--- config.mk ---
export PLATFORM = sky130hd
export DESIGN_NAME = pool2x2_relu_sequencer
export DESIGN_NICKNAME = d
export VERILOG_FILES = /design/src/rtl/cnn_pkg.sv /design/src/rtl/pool_line_buf.sv /design/src/rtl/pool2x2_relu_sequencer.sv
export SDC_FILE = /design/constraint.sdc
export NUM_CORES = 1
export LEC_CHECK = 0
export ABC_AREA = 1
export CORE_ASPECT_RATIO = 0.5
export CORE_MARGIN = 10
export CORE_UTILIZATION = 54
export CTS_BUF_LIST = sky130_fd_sc_hd__clkbuf_16
export CTS_CLUSTER_DIAMETER = 60
export CTS_CLUSTER_SIZE = 12
export DETAILED_ROUTE_END_ITERATION = 8
export HOLD_SLACK_MARGIN = 0.12
export PLACE_DENSITY_LB_ADDON = 0.05
export SLEW_MARGIN = 0
export SYNTH_ARGS = -nofsm -noshare
export SYNTH_HDL_FRONTEND = slang
export SYNTH_HIERARCHICAL = 1
export SYNTH_SLANG_ARGS = --single-unit
--- constraint.sdc ---
create_clock -name clk -period 7.45 [get_ports clk]
set_input_delay 2.235 -clock clk [delete_from_list [all_inputs] [get_ports clk]]
set_output_delay 2.235 -clock clk [all_outputs]
set_load 0.02 [all_outputs]
--- src/rtl/cnn_pkg.sv ---
// Shared CNN datapath constants and helpers.
// Functions work on int so any CONV_BIT up to 32 can reuse them.
package cnn_pkg;

  localparam int CNN_CONV_BIT = 12;
  localparam int CNN_IMG_W    = 24;
  localparam int CNN_IMG_H    = 24;

  function automatic int smax(input int a, input int b);
    return (a > b) ? a : b;
  endfunction

  function automatic int relu(input int a);
    return (a > 0) ? a : 0;
  endfunction

endpackage

--- src/rtl/pool_line_buf.sv ---
// Half-row buffer of horizontal maxima for 2x2 pooling.
// Sync write, async read: maps to distributed RAM.
module pool_line_buf
  import cnn_pkg::*;
#(
  parameter int CONV_BIT = CNN_CONV_BIT,
  parameter int DEPTH    = CNN_IMG_W / 2,
  localparam int AW      = (DEPTH > 1) ? $clog2(DEPTH) : 1
) (
  input  logic                     clk,
  input  logic                     we,
  input  logic [AW-1:0]            addr,
  input  logic [2:0][CONV_BIT-1:0] wdata,
  output logic [2:0][CONV_BIT-1:0] rdata
);

  logic [2:0][CONV_BIT-1:0] mem [DEPTH];

  always_ff @(posedge clk) begin
    if (we) mem[addr] <= wdata;
  end

  assign rdata = mem[addr];

endmodule

--- src/rtl/pool2x2_relu_sequencer.sv ---
// Raster-order 2x2 max-pool + ReLU over a 3-channel conv stream.
// Even rows fill the line buffer, odd rows pool against it and emit.
module pool2x2_relu_sequencer
  import cnn_pkg::*;
#(
  parameter int CONV_BIT = CNN_CONV_BIT,
  parameter int IMG_W    = CNN_IMG_W,
  parameter int IMG_H    = CNN_IMG_H
) (
  input  logic                       clk,
  input  logic                       rst_n,
  input  logic                       soft_clr,
  input  logic                       valid_in,
  input  logic signed [CONV_BIT-1:0] conv_out_1,
  input  logic signed [CONV_BIT-1:0] conv_out_2,
  input  logic signed [CONV_BIT-1:0] conv_out_3,
  output logic        [CONV_BIT-1:0] max_value_1,
  output logic        [CONV_BIT-1:0] max_value_2,
  output logic        [CONV_BIT-1:0] max_value_3,
  output logic                       valid_out_relu,
  output logic                       frame_done
);

  localparam int CW    = $clog2(IMG_W);
  localparam int RW    = $clog2(IMG_H);
  localparam int DEPTH = IMG_W / 2;
  localparam int AW    = (DEPTH > 1) ? $clog2(DEPTH) : 1;

  localparam logic [CW-1:0] COL_LAST = CW'(IMG_W - 1);
  localparam logic [RW-1:0] ROW_LAST = RW'(IMG_H - 1);

  typedef logic signed [CONV_BIT-1:0] samp_t;

  logic [CW-1:0] col;
  logic [RW-1:0] row;
  samp_t         din  [3];
  samp_t         hreg [3];
  samp_t         hmax [3];
  samp_t         rlu  [3];
  samp_t         mv   [3];
  logic          accept;
  logic          emit;
  logic          lb_we;
  logic [AW-1:0] lb_addr;
  logic [2:0][CONV_BIT-1:0] lb_wdata;
  logic [2:0][CONV_BIT-1:0] lb_rdata;

  assign din[0] = conv_out_1;
  assign din[1] = conv_out_2;
  assign din[2] = conv_out_3;

  assign accept  = valid_in & ~soft_clr;
  assign emit    = row[0];
  assign lb_addr = AW'(col >> 1);
  assign lb_we   = rst_n & accept & col[0] & ~emit;

  always_comb begin
    for (int i = 0; i < 3; i++) begin
      hmax[i] = samp_t'(smax(int'(hreg[i]), int'(din[i])));
      lb_wdata[i] = hmax[i];
      rlu[i] = samp_t'(relu(smax(int'(hmax[i]),
                                 int'(samp_t'(lb_rdata[i])))));
    end
  end

  pool_line_buf #(
    .CONV_BIT (CONV_BIT),
    .DEPTH    (DEPTH)
  ) u_line_buf (
    .clk   (clk),
    .we    (lb_we),
    .addr  (lb_addr),
    .wdata (lb_wdata),
    .rdata (lb_rdata)
  );

  always_ff @(posedge clk) begin
    if (!rst_n) begin
      col            <= '0;
      row            <= '0;
      valid_out_relu <= 1'b0;
      frame_done     <= 1'b0;
      for (int i = 0; i < 3; i++) begin
        hreg[i] <= '0;
        mv[i]   <= '0;
      end
    end else if (soft_clr) begin
      col            <= '0;
      row            <= '0;
      valid_out_relu <= 1'b0;
      frame_done     <= 1'b0;
      for (int i = 0; i < 3; i++) hreg[i] <= '0;
    end else begin
      valid_out_relu <= 1'b0;
      frame_done     <= 1'b0;
      if (valid_in) begin
        if (!col[0]) begin
          hreg <= din;
        end else if (emit) begin
          mv             <= rlu;
          valid_out_relu <= 1'b1;
          frame_done     <= (row == ROW_LAST) && (col == COL_LAST);
        end
        if (col == COL_LAST) begin
          col <= '0;
          row <= (row == ROW_LAST) ? '0 : row + 1'b1;
        end else begin
          col <= col + 1'b1;
        end
      end
    end
  end

  assign max_value_1 = mv[0];
  assign max_value_2 = mv[1];
  assign max_value_3 = mv[2];

endmodule

## Word-level counts from Yosys, hierarchy flattened

Memory sizes are Yosys's and may differ from the RTL's. A register that Yosys moved wholly into a read port is not among the register bits.
Cells that the tools add are included.

- Add/subtract/negate cells: 2
- $lt $le $gt $ge: 9
- Equal/unequal tests: 2
- Muxes and demuxes: 16
- Bitwise operators: 9
- Reduce and logical (&&, ||, !) cells: 7

Operator list:

| operator | count |
|---|---|
| 32-bit by 1-bit > comparator with 1-bit output (second input constant) | 3 |
| 32-bit 2-to-1 mux | 3 |
| 12-bit > comparator | 6 |
| 12-bit 2-to-1 mux | 6 |
| 5-bit by 1-bit adder with 5-bit output (second input constant) | 2 |
| 5-bit == test (second input constant) | 2 |
| 5-bit 2-to-1 mux | 2 |
| 4-bit 2-to-1 mux | 2 |
| 1-bit inverter | 5 |
| 5-bit OR reduction | 1 |
| 1-bit bitwise AND | 4 |
| 2-bit AND reduction | 2 |
| 4-bit AND reduction | 1 |
| 4-bit OR reduction | 1 |
| 1-bit 2-to-1 mux | 3 |
| 2-bit OR reduction | 1 |
| 1-bit logical AND | 1 |

- Flip-flop bits (word level): 84
- Memory bits (writable): 432
- Bits of input ports: 40
- Output and inout port bits: 38
- Logic and storage cells: 56
- Memories kept: 1

Memories:

| memory | depth | width | read ports | clocked after Yosys merged registers in | wr ports | line | RTL |
|---|---|---|---|---|---|---|---|
| u_line_buf.mem | 12 | 36 | 1 | 1 | 1 | pool_line_buf.sv:17 | `logic [2:0][CONV_BIT-1:0] mem [DEPTH];` |

## Longest topological paths before layout

Gate-level depths: netlist of the first run.

- Depth in word-level cells: 7
- Mapped depth: 36
- Mapped depth without buffers: 33

## Modules after synthesis

Netlist of the first run, hierarchy kept.

By module, submodules not included:

| module | times used | cells each | area each (sq um) | sequential area each (sq um) |
|---|---|---|---|---|
| pool_line_buf | 1 | 1654 | 17713.2 | 12972.4 |
| pool2x2_relu_sequencer | 1 | 1013 | 6832.8 | 1681.6 |

## Least setup slack after synthesis of the first run

OpenSTA, ideal clock, no wires.

- Path kind: input -> register
- Start: input conv_out_1[11]
- End: register mv (netlist bit max_value_1[9])
- Library setup time: 142 ps
- Arrival: 5715 ps
- Required time: 7308 ps
- Path slack: 1593 ps
- Stages on the path: 27
- Path buffers: 3
- Path through: inv_1 > ha_1 > a21o_1 > nor2_1 > nand3_1 > nand2_2 > nand3_4 > buf_8 > a21oi_1 > ha_1 > nand2_1 > nor2_1 > and2_1 > nand2_1 > nand3_1 > nand2_1 > nand2_2 > nor2_4 > buf_6 > nand3_1 > nand2_1 > nand2_1 > nor2_1 > nand3_2 > buf_6 > nand3_2 > a21oi_2

RTL lines:

| element | line | RTL |
|---|---|---|
| start: declaration | pool2x2_relu_sequencer.sv:14 | `input logic signed [CONV_BIT-1:0] conv_out_1,` |
| end signal: assignment | pool2x2_relu_sequencer.sv:100 | `mv <= rlu;` |
| end: declaration | pool2x2_relu_sequencer.sv:40 | `samp_t mv [3];` |

==> results.md, run 1 <==
Pwr:
- The internal power consumption is 4.53 mW.
- Per report_power, the sequential group accounts for 53.1% of the total.
- The fraction of power spent switching nets is 24.7%.
- Of the total power, combinational logic draws 9.9%.
- The highest ir drop seen on vdd is 154 uV.
- The power density over the cells is 220 mW/mm2.
- The switching component of the power is 1.48 mW.
- The portion of total power attributed to the clock network is 36.9%.
- The standby leakage power is 11.6 nW.

Worst setup path:
- The path type of the worst setup path is in -> reg.
- The category of the worst setup path launch point is an input pin.
- The arrival time of the worst setup path is 6.89 ns.
- The required time of the critical path is 7.89 ns.
- The nature of the critical path endpoint is a flop.
- Along the worst path, the maximum fanout reaches 15.
- The setup slack on the worst flop-to-flop path is 2.35 ns.

Timing:
- Setup total negative slack on the finished layout was measured at 0 ns.
- The worst clock skew on the final layout is 0.0166 ns.
- Derived from the worst setup path, the maximum achievable clock frequency is 0.155 GHz.
- For the pin with the worst max-slew slack, the measured transition is 1.14 ns.
- Subtracting the final worst setup slack from the clock period gives 6.45 ns.
- The worst pin sits at a relative slew slack of 24.2%.
- The number of max-slew violations in the final report is 0.
- Setup repair after global routing left no endpoint under its margin.
- Setup violations remaining at the end of the flow were counted as 0.
- Across all setup checks in the final design, the least slack found is 1.00 ns.
- The final number of hold-violating endpoints came to 0.
- The share of the clock period used by the worst path after layout is 86.6%.

Placed design:
- The congestion estimate from routability-driven global placement came to 0.874.
- Once detailed placement completed, the half-perimeter wirelength came to 40300 um.
- The total placed cells including tap cells is 3277.
- Prior to clock tree synthesis, the placed netlist has a worst setup slack of 0.475 ns.
- The count of buffers from port buffering is 77.

Die:
- 78 I/O pins were placed.
- The starting density of the core is 54.5%.
- The floorplan has 55 rows.
- The die covers 0.0549 mm2.
- The height of the chip is 171 um.
- The overall die width is 322 um.
- In this run the standard cell core region covers 0.0451 mm2.

Global routing:
- Entering global routing, the biggest net connects 137 pins.
- Summed over all layers, the global routing overflow is 0.
- The total global routing track utilization is 23.5%.
- The number of global-route vias before repair is 16400.
- The initial antenna violation count was 2.
- The first global-routing pass estimated 98200 um of wire.

Outcome:
- The flow ran to the end, and the final reports show no timing, DRC or antenna violations.

Synth:
- The share of the synthesized area in the top cell type is 52.8%.
- The average instance area after synthesis is 9.20 um2.
- The mapped netlist covers 0.0245 mm2.
- The most used flip-flop cell after synthesis is edfxtp_1.
- The most common cell in the synthesized netlist is nand2_1.
- Of all cell types, the one taking the most synthesized area is edfxtp_1.
- The count of mapped cells out of synthesis is 2667.
- The adder and majority gate portion of the synthesized area is 3.77%.
- The number of warning messages in the yosys log is 6.
- The number of different library cells in the post-synthesis netlist is 40.
- The register bit count reported by yosys is 516.
- The count of flip-flops with a built-in enable after synthesis is 432.
- Synthesis produced a netlist with a net count of 2781.
- The largest family of logic cells by synthesized area is simple AND/OR/NAND/NOR gates.
- The synthesized netlist devotes 0.0357% of its cell area to XOR and XNOR gates.
- The fraction of the mapped netlist area in compound gates is 3.80%.
- After synthesis, the share of cell area in mux cells is 0%.
- The simple-gate area share of the yosys netlist is 27.7%.
- Sorting the synthesized cells by how often they occur yields nand2_1, edfxtp_1, inv_1.
- By area the synthesized netlist is led by edfxtp_1, nand2_1, dfxtp_1.
- The part of the Yosys area used for sequential elements is 59.7%.
- The async set-or-reset flop fraction in the synthesized netlist is 0%.

Final layout:
- The proportion of layout cells with a drive suffix above 1 is 8.82%.
- Relative to the synthesized area, the layout overhead comes to 11.4%.
- Registers take 0.0147 mm2.
- The filler cells instantiated in the layout total 3774.
- The number of nets in the layout is 2843.
- Leaving out filler cells and counting taps, the final layout contains 3345.
- Summing all multi-input logic gate instances after layout gives 0.00878 mm2.

Routing:
- After detailed routing, the number of vias per cell comes to 5.39.
- The iteration-0 DRC count of the detailed router is 1721.
- In the final routed layout, each cell accounts on average for 19.4 um.
- The number of remaining DRC errors is 0.
- The detailed router placed 18000 vias in this run.
- The number of iterations in the first detailed-routing pass is 5.
- Wires add up to 65000 um.
- The number of routed nets with antenna violations is 0.

Clocking:
- The H-tree generated during clock tree synthesis spans 2 levels.
- In this run the post-CTS setup repair buffer count came out at 0.
- The clock reaches the later pin of the worst-skew pair after 0.59 ns.
- Clock-pin slew was measured on the worst setup and hold paths at 0.07 ns.
- The clock sink count is 516.
- The post-cts hold buffer count is 0.
- TritonCTS created 48 clock buffers.
- The number of gates resized after CTS was 0.
- The buffer levels on the longest clock path is 3.
- The cell at the root of the clock tree is clkbuf_16.
- TritonCTS built the clock tree.

Flow run:
- The tool flagged a number of max-cap violations equal to 0.

Min path:
- The type of the most critical hold path is reg -> reg.
[power by group through the flow]
stage	sequential (mW)	clock, mW	combinational (mW)
after floorplan	3.25	0	0.416
after global placement	3.26	0	0.576
after detailed placement	3.26	0	0.584
after CTS	3.20	2.25	0.587
after global routing	3.20	2.36	0.664
final	3.20	2.22	0.598
[metal layers]
metal  up-vias  track usage [%]  part of all wire, %
met5         -                0                    0
met4         0             4.01                  1.2
met3        67             7.05                   10
li1       8805                -                    -
met2       643             32.3                   40
met1      8510             36.0                   49
[per-stage QoR]
| stage | power (mW) | hold WS [ns] | area [um2] | utilization [%] |
|---|---|---|---|---|
| 2_1_floorplan | 3.67 | 0.448 | 24500 | - |
| 3_3_place_gp | 3.83 | 0.422 | 26000 | 57.7 |
| 3_5_place_dp | 3.84 | 0.427 | 26000 | 57.7 |
| 4_1_cts | 6.04 | 0.440 | 27400 | 60.7 |
| 5_1_grt | 6.22 | 0.475 | 27400 | 60.7 |
| 6_report | 6.02 | 0.438 | 27400 | 60.7 |
[state kept, by name, summed over array words and instances, names as in the netlist]
| register | count |
|---|---|
| row | 5 |
| valid_out_relu | 1 |
| u_line_buf/mem | 432 |
| max_value_2 | 12 |
| frame_done | 1 |
| max_value_1 | 12 |
| hreg | 36 |
| max_value_3 | 12 |
| col | 5 |
[cell usage in the layout, fill, tap and decap left out, types with 2 or more instances in the layout]
cell / netlist / final
a21o_1: 5 / 5
a21oi_1: 72 / 72
a21oi_2: 27 / 27
and2_1: 2 / 2
buf_12: 1 / 7
buf_4: 7 / 49
clkbuf_16: 0 / 49
clkdlybuf4s50_1: 0 / 77
dfxtp_1: 84 / 81
dfxtp_4: 0 / 2
diode_2: 0 / 2
edfxtp_1: 432 / 432
ha_1: 74 / 74
inv_1: 140 / 154
inv_16: 0 / 2
inv_2: 6 / 5
nand2_1: 1353 / 1353
nand2_2: 28 / 28
nand3_1: 114 / 114
nand3_2: 33 / 33
nand3_4: 3 / 3
nand4_1: 15 / 15
nor2_1: 77 / 63
nor2_2: 7 / 6
nor2_4: 5 / 20
nor3_1: 8 / 8
nor4_1: 3 / 3
o211ai_2: 3 / 3
o21a_1: 3 / 3
o21ai_0: 41 / 41
o21ai_2: 2 / 2
[cell type report]
cell class                      instances  area share [%]
Antenna cell                            2          0.0183
Clock buffer                           49            4.48
Clock inverter                         17           0.352
Inverter                              147            2.04
Multi-Input combinational cell       1883            32.1
Sequential cell                       516            53.6
Tap cell                              598            2.74
Timing Repair Buffer                  133            4.67
[worst max-delay path, cell delays in order]
cell and delay, ns:
clkdlybuf4s50_1 0.52, inv_1 0.08, ha_1 0.31, nand4_1 0.18, nor3_1 0.19, nand2_1 0.31
nand3_4 0.34, nand2_1 0.11, nand2_1 0.41, ha_1 0.35, nand2_1 0.06, inv_1 0.05
nand3_1 0.10, nor2_1 0.05, nand2_1 0.08, nand3_1 0.07, nand2_1 0.06, nand2_1 0.08
nor2_4 0.29, inv_2 0.18, nand2_1 0.11, nand2_1 0.06, nor2_1 0.13, nand3_2 0.29
nand3_1 0.16, a21oi_1 0.07
[worst paths after layout]
| check | startpoint | to | cells past startpoint |
|---|---|---|---|
| worst max-delay path | conv_out_3[6] | max_value_3[0] | 26 |
| worst min-delay path | max_value_3[11] | max_value_3[11] | 2 |
| worst max register to register | col[1] | max_value_2[0] | 24 |
| worst min register to register | max_value_3[11] | max_value_3[11] | 2 |
[cells by family (layout without fill, tap and decap cells)]
kind of cell	after synthesis	in the layout
adders and majority gates	74	74
buffers and inverters	268	346
xor gates and xnor gates	1	1
other	0	2
DFF	516	516
AOI/OAI and AO/OA	155	155
and+or+nand+nor	1653	1653
(Power assumes the default switching activity.)
==> run 2, diff against run 1 <==
SKIP_LAST_GASP = 1   (was default)
==> results of run 2 <==
The final DEF is identical to that of run 1; final timing and power are the same.
